[config.mk]
export PLATFORM = sky130hd
export DESIGN_NAME = cmd_uart_rx
export DESIGN_NICKNAME = d
export VERILOG_FILES = /design/src/rtl/cmd_uart_rx.sv
export SDC_FILE = /design/constraint.sdc
export NUM_CORES = 1
export LEC_CHECK = 0
export CORE_MARGIN = 5
export CORE_UTILIZATION = 45
export DETAILED_ROUTE_END_ITERATION = 10
export DONT_BUFFER_PORTS = 1
export GPL_TIMING_DRIVEN = 0
export PLACE_DENSITY = 0.59
export SETUP_SLACK_MARGIN = 0.15
export SYNTH_ARGS = -nofsm -noshare
export SYNTH_HDL_FRONTEND = slang
export SYNTH_SLANG_ARGS = --single-unit
[constraint.sdc]
create_clock -name clk -period 1.7 [get_ports clk]
set_clock_uncertainty 0.05 [all_clocks]
set_input_delay 0.17 -clock clk [delete_from_list [all_inputs] [get_ports clk]]
set_output_delay 0.17 -clock clk [all_outputs]
set_load 0.02 [all_outputs]
[src/rtl/cmd_uart_rx.sv]
// cmd_uart_rx: 8N1 UART receiver feeding the stats block with command bytes.
//
// Each accepted byte is presented on cmd for HOLD_CYCLES cycles, then cmd is
// forced to 8'h00 for GAP_CYCLES cycles so that the stats block re-arms its
// one-action-per-press latch. A one-entry pending buffer absorbs a byte that
// arrives while a command is still being presented.
//
// Optional build macro:
//   CMD_FILTER_EN  accept only b/d/e/p/s/w (upper-case variants folded to lower
//                  case); otherwise every nonzero byte is passed unchanged.
//
// Ports:
//   clk        system clock, all logic on posedge
//   reset      synchronous, active-low reset
//   rx         asynchronous serial line, idle high
//   cmd        command byte to stats.inputs, 8'h00 = no command
//   cmd_valid  1-cycle pulse on the first cycle a byte appears on cmd
//   frame_err  1-cycle pulse when the stop bit is sampled low
//   overrun    1-cycle pulse when a byte is dropped because pending is full
//   busy       high while the receive FSM is not idle
module cmd_uart_rx #(
  parameter int unsigned CLK_HZ      = 27000000,
  parameter int unsigned BAUD        = 115200,
  parameter int unsigned HOLD_CYCLES = 1024,
  parameter int unsigned GAP_CYCLES  = 64
) (
  input  logic       clk,
  input  logic       reset,
  input  logic       rx,
  output logic [7:0] cmd,
  output logic       cmd_valid,
  output logic       frame_err,
  output logic       overrun,
  output logic       busy
);

  localparam int unsigned Cpb    = CLK_HZ / BAUD;
  localparam int unsigned TimerW = $clog2(Cpb - 1) + 1;
  localparam int unsigned HoldW  = $clog2(HOLD_CYCLES - 1) + 1;
  localparam int unsigned GapW   = $clog2(GAP_CYCLES - 1) + 1;

  localparam logic [TimerW-1:0] HalfLast = TimerW'(Cpb / 2 - 1);
  localparam logic [TimerW-1:0] FullLast = TimerW'(Cpb - 1);
  localparam logic [HoldW-1:0]  HoldLast = HoldW'(HOLD_CYCLES - 1);
  localparam logic [GapW-1:0]   GapLast  = GapW'(GAP_CYCLES - 1);

  typedef enum logic [1:0] {StIdle, StStart, StData, StStop} rx_state_e;
  typedef enum logic [1:0] {OutIdle, OutHold, OutGap} out_state_e;

  // Returns {keep, byte}: keep is low for bytes that must be dropped silently.
  function automatic logic [8:0] filter_byte(input logic [7:0] b);
    logic [7:0] f;
    logic       keep;
`ifdef CMD_FILTER_EN
    f = b;
    if (b inside {8'h42, 8'h44, 8'h45, 8'h50, 8'h53, 8'h57}) f = b | 8'h20;
    keep = f inside {8'h62, 8'h64, 8'h65, 8'h70, 8'h73, 8'h77};
`else
    f    = b;
    keep = (b != 8'h00);
`endif
    return {keep, f};
  endfunction

  // Synchronizer
  logic rx_meta_q, rx_s;

  always_ff @(posedge clk) begin
    if (!reset) begin
      rx_meta_q <= 1'b1;
      rx_s      <= 1'b1;
    end else begin
      rx_meta_q <= rx;
      rx_s      <= rx_meta_q;
    end
  end

  // Receive FSM
  rx_state_e         rx_state_q, rx_state_d;
  logic [TimerW-1:0] timer_q, timer_d;
  logic [2:0]        bit_cnt_q, bit_cnt_d;
  logic [7:0]        shift_q, shift_d;
  logic              armed_q, armed_d;
  logic              accept, ferr_d;

  always_comb begin
    rx_state_d = rx_state_q;
    timer_d    = timer_q + TimerW'(1);
    bit_cnt_d  = bit_cnt_q;
    shift_d    = shift_q;
    armed_d    = armed_q;
    accept     = 1'b0;
    ferr_d     = 1'b0;
    unique case (rx_state_q)
      StIdle: begin
        timer_d = '0;
        // After a framing error the line must return high before re-arming,
        // so a held break is not taken as a stream of start bits.
        if (rx_s) armed_d = 1'b1;
        if (armed_q && !rx_s) rx_state_d = StStart;
      end
      StStart: begin
        if (timer_q == HalfLast) begin
          timer_d = '0;
          if (rx_s) begin
            rx_state_d = StIdle;
          end else begin
            rx_state_d = StData;
            bit_cnt_d  = 3'd0;
          end
        end
      end
      StData: begin
        if (timer_q == FullLast) begin
          timer_d   = '0;
          shift_d   = {rx_s, shift_q[7:1]};
          bit_cnt_d = bit_cnt_q + 3'd1;
          if (bit_cnt_q == 3'd7) rx_state_d = StStop;
        end
      end
      StStop: begin
        if (timer_q == FullLast) begin
          timer_d    = '0;
          rx_state_d = StIdle;
          if (rx_s) begin
            accept = 1'b1;
          end else begin
            ferr_d  = 1'b1;
            armed_d = 1'b0;
          end
        end
      end
      default: rx_state_d = StIdle;
    endcase
  end

  always_ff @(posedge clk) begin
    if (!reset) begin
      rx_state_q <= StIdle;
      timer_q    <= '0;
      bit_cnt_q  <= 3'd0;
      shift_q    <= 8'h00;
      armed_q    <= 1'b1;
      frame_err  <= 1'b0;
    end else begin
      rx_state_q <= rx_state_d;
      timer_q    <= timer_d;
      bit_cnt_q  <= bit_cnt_d;
      shift_q    <= shift_d;
      armed_q    <= armed_d;
      frame_err  <= ferr_d;
    end
  end

  assign busy = (rx_state_q != StIdle);

  // Byte filter, pending buffer and output FSM
  logic [8:0] filt;
  logic       acc_ok;

  assign filt   = filter_byte(shift_q);
  assign acc_ok = accept && filt[8];

  out_state_e       out_state_q, out_state_d;
  logic [HoldW-1:0] hold_cnt_q, hold_cnt_d;
  logic [GapW-1:0]  gap_cnt_q, gap_cnt_d;
  logic [7:0]       cmd_q, cmd_d;
  logic [7:0]       pend_q, pend_d;
  logic             pend_valid_q, pend_valid_d;
  logic             cmd_valid_d, overrun_d, take;

  always_comb begin
    out_state_d  = out_state_q;
    hold_cnt_d   = hold_cnt_q;
    gap_cnt_d    = gap_cnt_q;
    cmd_d        = cmd_q;
    cmd_valid_d  = 1'b0;
    take         = 1'b0;
    unique case (out_state_q)
      OutIdle: begin
        cmd_d = 8'h00;
        if (pend_valid_q) begin
          take        = 1'b1;
          cmd_d       = pend_q;
          cmd_valid_d = 1'b1;
          hold_cnt_d  = '0;
          out_state_d = OutHold;
        end
      end
      OutHold: begin
        if (hold_cnt_q == HoldLast) begin
          cmd_d       = 8'h00;
          gap_cnt_d   = '0;
          out_state_d = OutGap;
        end else begin
          hold_cnt_d = hold_cnt_q + HoldW'(1);
        end
      end
      OutGap: begin
        if (gap_cnt_q == GapLast) out_state_d = OutIdle;
        else                      gap_cnt_d   = gap_cnt_q + GapW'(1);
      end
      default: out_state_d = OutIdle;
    endcase

    // A byte accepted while pending is being emptied still fits.
    pend_valid_d = pend_valid_q && !take;
    pend_d       = pend_q;
    overrun_d    = 1'b0;
    if (acc_ok) begin
      if (!pend_valid_q || take) begin
        pend_valid_d = 1'b1;
        pend_d       = filt[7:0];
      end else begin
        overrun_d = 1'b1;
      end
    end
  end

  always_ff @(posedge clk) begin
    if (!reset) begin
      out_state_q  <= OutIdle;
      hold_cnt_q   <= '0;
      gap_cnt_q    <= '0;
      cmd_q        <= 8'h00;
      pend_q       <= 8'h00;
      pend_valid_q <= 1'b0;
      cmd_valid    <= 1'b0;
      overrun      <= 1'b0;
    end else begin
      out_state_q  <= out_state_d;
      hold_cnt_q   <= hold_cnt_d;
      gap_cnt_q    <= gap_cnt_d;
      cmd_q        <= cmd_d;
      pend_q       <= pend_d;
      pend_valid_q <= pend_valid_d;
      cmd_valid    <= cmd_valid_d;
      overrun      <= overrun_d;
    end
  end

  assign cmd = cmd_q;

endmodule

==> metrics.yaml, run 1 <==
cts_root_buf: "clkbuf_8"
yosysMostFrequentCell: "dfxtp_1"
power_leakage_nw: 1.31
power.density_mw_per_mm2: 828
async_reset_ff_share_pct: 0
syn_area_sq_mm: 0.00289
max_cap_violations: 0
r2r_setup_slack_ns: 0.02
drt-vias-per-instance: 5.44
pwr-share-seq_pct: 47.4
arrival_ns: 1.90
rows: 29
power.switching_mw: 0.681
design.die.area_sq_mm: 0.00811
filler_cell_count: 528
clk_pin_slew_ns: 0.07
synth_ff_type: "dfxtp_1"
yosysSeqAreaShare_pct: 45.1
fmax_mhz: 595
r2r-end: "hold_cnt_q[5]$_SDFFE_PN0P_"
r2r_start: "hold_cnt_q[0]$_SDFFE_PN0P_"
ios: 15
antenna_found_initial: 0
gr-usage-all-layers_pct: 16.3
netlist_top_cells_area: "dfxtp_1 45%, mux2i_1 6.6%, nand2_1 5.9%"
synth_cell_types: 52
start_util_pct: 46.0
drive_above_1_share_pct: 36.7
vias: 2421
critPathLaunch: "hold_cnt_q[0]$_SDFFE_PN0P_"
worst_slew_pin_slew_ns: 0.570
antenna_cells: 0
io_buffers: 0
gp_congestion: 0.773
outcome: "finished clean"
crit_path_end: "hold_cnt_q[5]$_SDFFE_PN0P_"
finalCritPeriodShare_pct: 98.9
first_pass_iters: 4
coreArea_sq_mm: 0.00628
hpwl_mm: 3.97
hold_viol: 0
drtIter0Drc: 132
totalWireLength_mm: 6.50
syn_avg_cell_area_sq_um: 9.07
switching_share_pct: 21.3
r2r_cells: 7
slew_violations: 0
wl_per_cell_microns: 14.6
crit_fanout: 5
netlist_top_cells_count: "65 x dfxtp_1, 45 x nand2_1, 26 x nor2_1, 19 x mux2i_1, 17 x o21ai_0"
clockBufferDepth: 2
whs_path_depth: 2
power.total_mw: 3.20
cts_tree: "yes"
hold_class: "in -> reg"
clkPwrFrac_pct: 50.3
finalSetupViolCount: 0
fin_nets: 373
syn_nets: 328
synth.largest_area_cell: "dfxtp_1"
ant_nets: 0
cp-end-kind: "flop"
die_w_microns: 90.1
cp.required_ns: 1.92
dieHeight_microns: 90.1
area_growth_pct: 33.9
numCtsBuffers: 9
final_area_sq_mm: 0.00386
rsz0062_at_grt: "yes"
yosysWarnings: 0
grt_max_degree: 13
max_slew_margin_pct: 62.0
p_int_mw: 2.52
synth_top_area_share_pct: 45.1
grt_pass1_wl_mm: 11.1
syn-instance-count: 318
cts_num_sinks: 65
max-vdd-ir-drop_uv: 500
drc: 0
grt_pass1_vias: 2370
synth_edf_count: 0
cp-start-kind: "flop"
placed_area_sq_mm: 0.00300
critPathKind: "reg -> reg"
clkLatencyLatePin_ns: 0.34
synth_seq_cells: 65
comb_power_share_pct: 2.2
grt_overflow_total: 0
setup_tns_ns: 0
post-route-min-period_ns: 1.68
htreeDepth: 3
==> cell families (layout without fill, tap and decap cells) <==
kind of cell	Yosys count	in the layout	share of synthesized area [%]
multiplexers	19	19	6.59
AO/OA/AOI/OAI	68	68	17.1
adder cells (fa/ha/maj)	7	7	3.04
AND/OR/NAND/NOR	129	129	22.8
buffers and inverters	24	74	3.56
flip-flops	65	65	45.1
XOR/XNOR	6	6	1.82
==> placed cells by master, fill, tap and decap left out, types with 10 or more instances in the layout <==
master   instances
a21oi_1         11
a21oi_2         10
buf_4           26
dfxtp_1         47
dfxtp_2         11
mux2i_1         19
nand2_1         42
nand3_1         12
nor2_1          25
==> power by group through the flow <==
| stage | clock network (mW) | logic [mW] | registers [mW] |
|---|---|---|---|
| floorplan | 0 | 0.0409 | 1.56 |
| CTS | 1.63 | 0.0647 | 1.53 |
| detailed placement | 0 | 0.0570 | 1.56 |
| global route | 1.71 | 0.0798 | 1.52 |
| global placement | 0 | 0.0567 | 1.56 |
| finish | 1.61 | 0.0713 | 1.52 |
==> stage by stage <==
| stage | cells | setup WS [ns] | util [%] | hold WS (ns) |
|---|---|---|---|---|
| 2_1_floorplan | 318 | 0.141 | - | 0.221 |
| 3_3_place_gp | 395 | -0.107 | 47.8 | 0.227 |
| 3_5_place_dp | 395 | -0.108 | 47.8 | 0.228 |
| 4_1_cts | 434 | 0.00730 | 57.5 | 0.0698 |
| 5_1_grt | 445 | -0.0360 | 61.6 | 0.115 |
| 6_report | 445 | 0.0187 | 61.6 | 0.0919 |
==> what timing repair did <==
item	4_1_cts	5_1_grt
hold endpoints to repair	2	0
hold buffers	2	0
gates cloned	1	0
pin swaps	17	15
setup endpoints to repair	58	57
setup buffers	20	11
resized for setup	60	48
==> metal layers <==
layer	wire [microns]	track usage [%]	share of wire, %	up-vias
met2	3050	24.8	47	31
met5	0	0	0	-
met3	188	4.92	2.9	7
met4	86	4.47	1.3	0
met1	3170	22.4	49	1161
li1	-	-	-	1222
==> sequential cells by signal, summed over array words and instances (netlist names), named ones only <==
register and cells:
pend_q 8, armed_q 1, bit_cnt_q 3, cmd_valid 1, timer_q 9, pend_valid_q 1
overrun 1, frame_err 1, rx_s 1, rx_meta_q 1, shift_q 8, out_state_q 2
cmd 8, hold_cnt_q 11, rx_state_q 1, gap_cnt_q 7
==> critical path, stage by stage (launching register included) <==
cell     delay [ns]
dfxtp_4        0.35
ha_4           0.16
nand4_4        0.09
o41ai_4        0.09
buf_4          0.17
buf_6          0.11
or4_4          0.47
a21oi_2        0.12
==> how the worst min path moves through the flow <==
stage               startpoint                    endpoint  slack [ns]
floorplan                   rx        rx_meta_q$_SDFF_PN1_        0.22
global placement            rx        rx_meta_q$_SDFF_PN1_        0.23
detailed placement          rx        rx_meta_q$_SDFF_PN1_        0.23
CTS                      reset                        flop        0.07
global route             reset  rx_state_q[0]$_SDFFE_PN0P_        0.12
finish                   reset  rx_state_q[0]$_SDFFE_PN0P_        0.09
==> cell type report <==
| class | instances | area [sq um] | share of cell area [%] |
|---|---|---|---|
| Timing Repair Buffer | 34 | 295 | 7.64 |
| Tap cell | 77 | 96.3 | 2.49 |
| Clock buffer | 10 | 128 | 3.30 |
| Buffer | 15 | 101 | 2.62 |
| Inverter | 9 | 33.8 | 0.874 |
| Sequential cell | 65 | 1340 | 34.7 |
| Clock inverter | 6 | 115 | 2.98 |
| Multi-Input combinational cell | 229 | 1750 | 45.4 |
Note: power is estimated with default switching activity, not from simulation.
==> inputs of run 2 (changes only) <==
- ABC_CLOCK_PERIOD_IN_PS: not set -> 1700
==> results of run 2 <==
The final DEF is identical to that of run 1; final timing and power are the same.
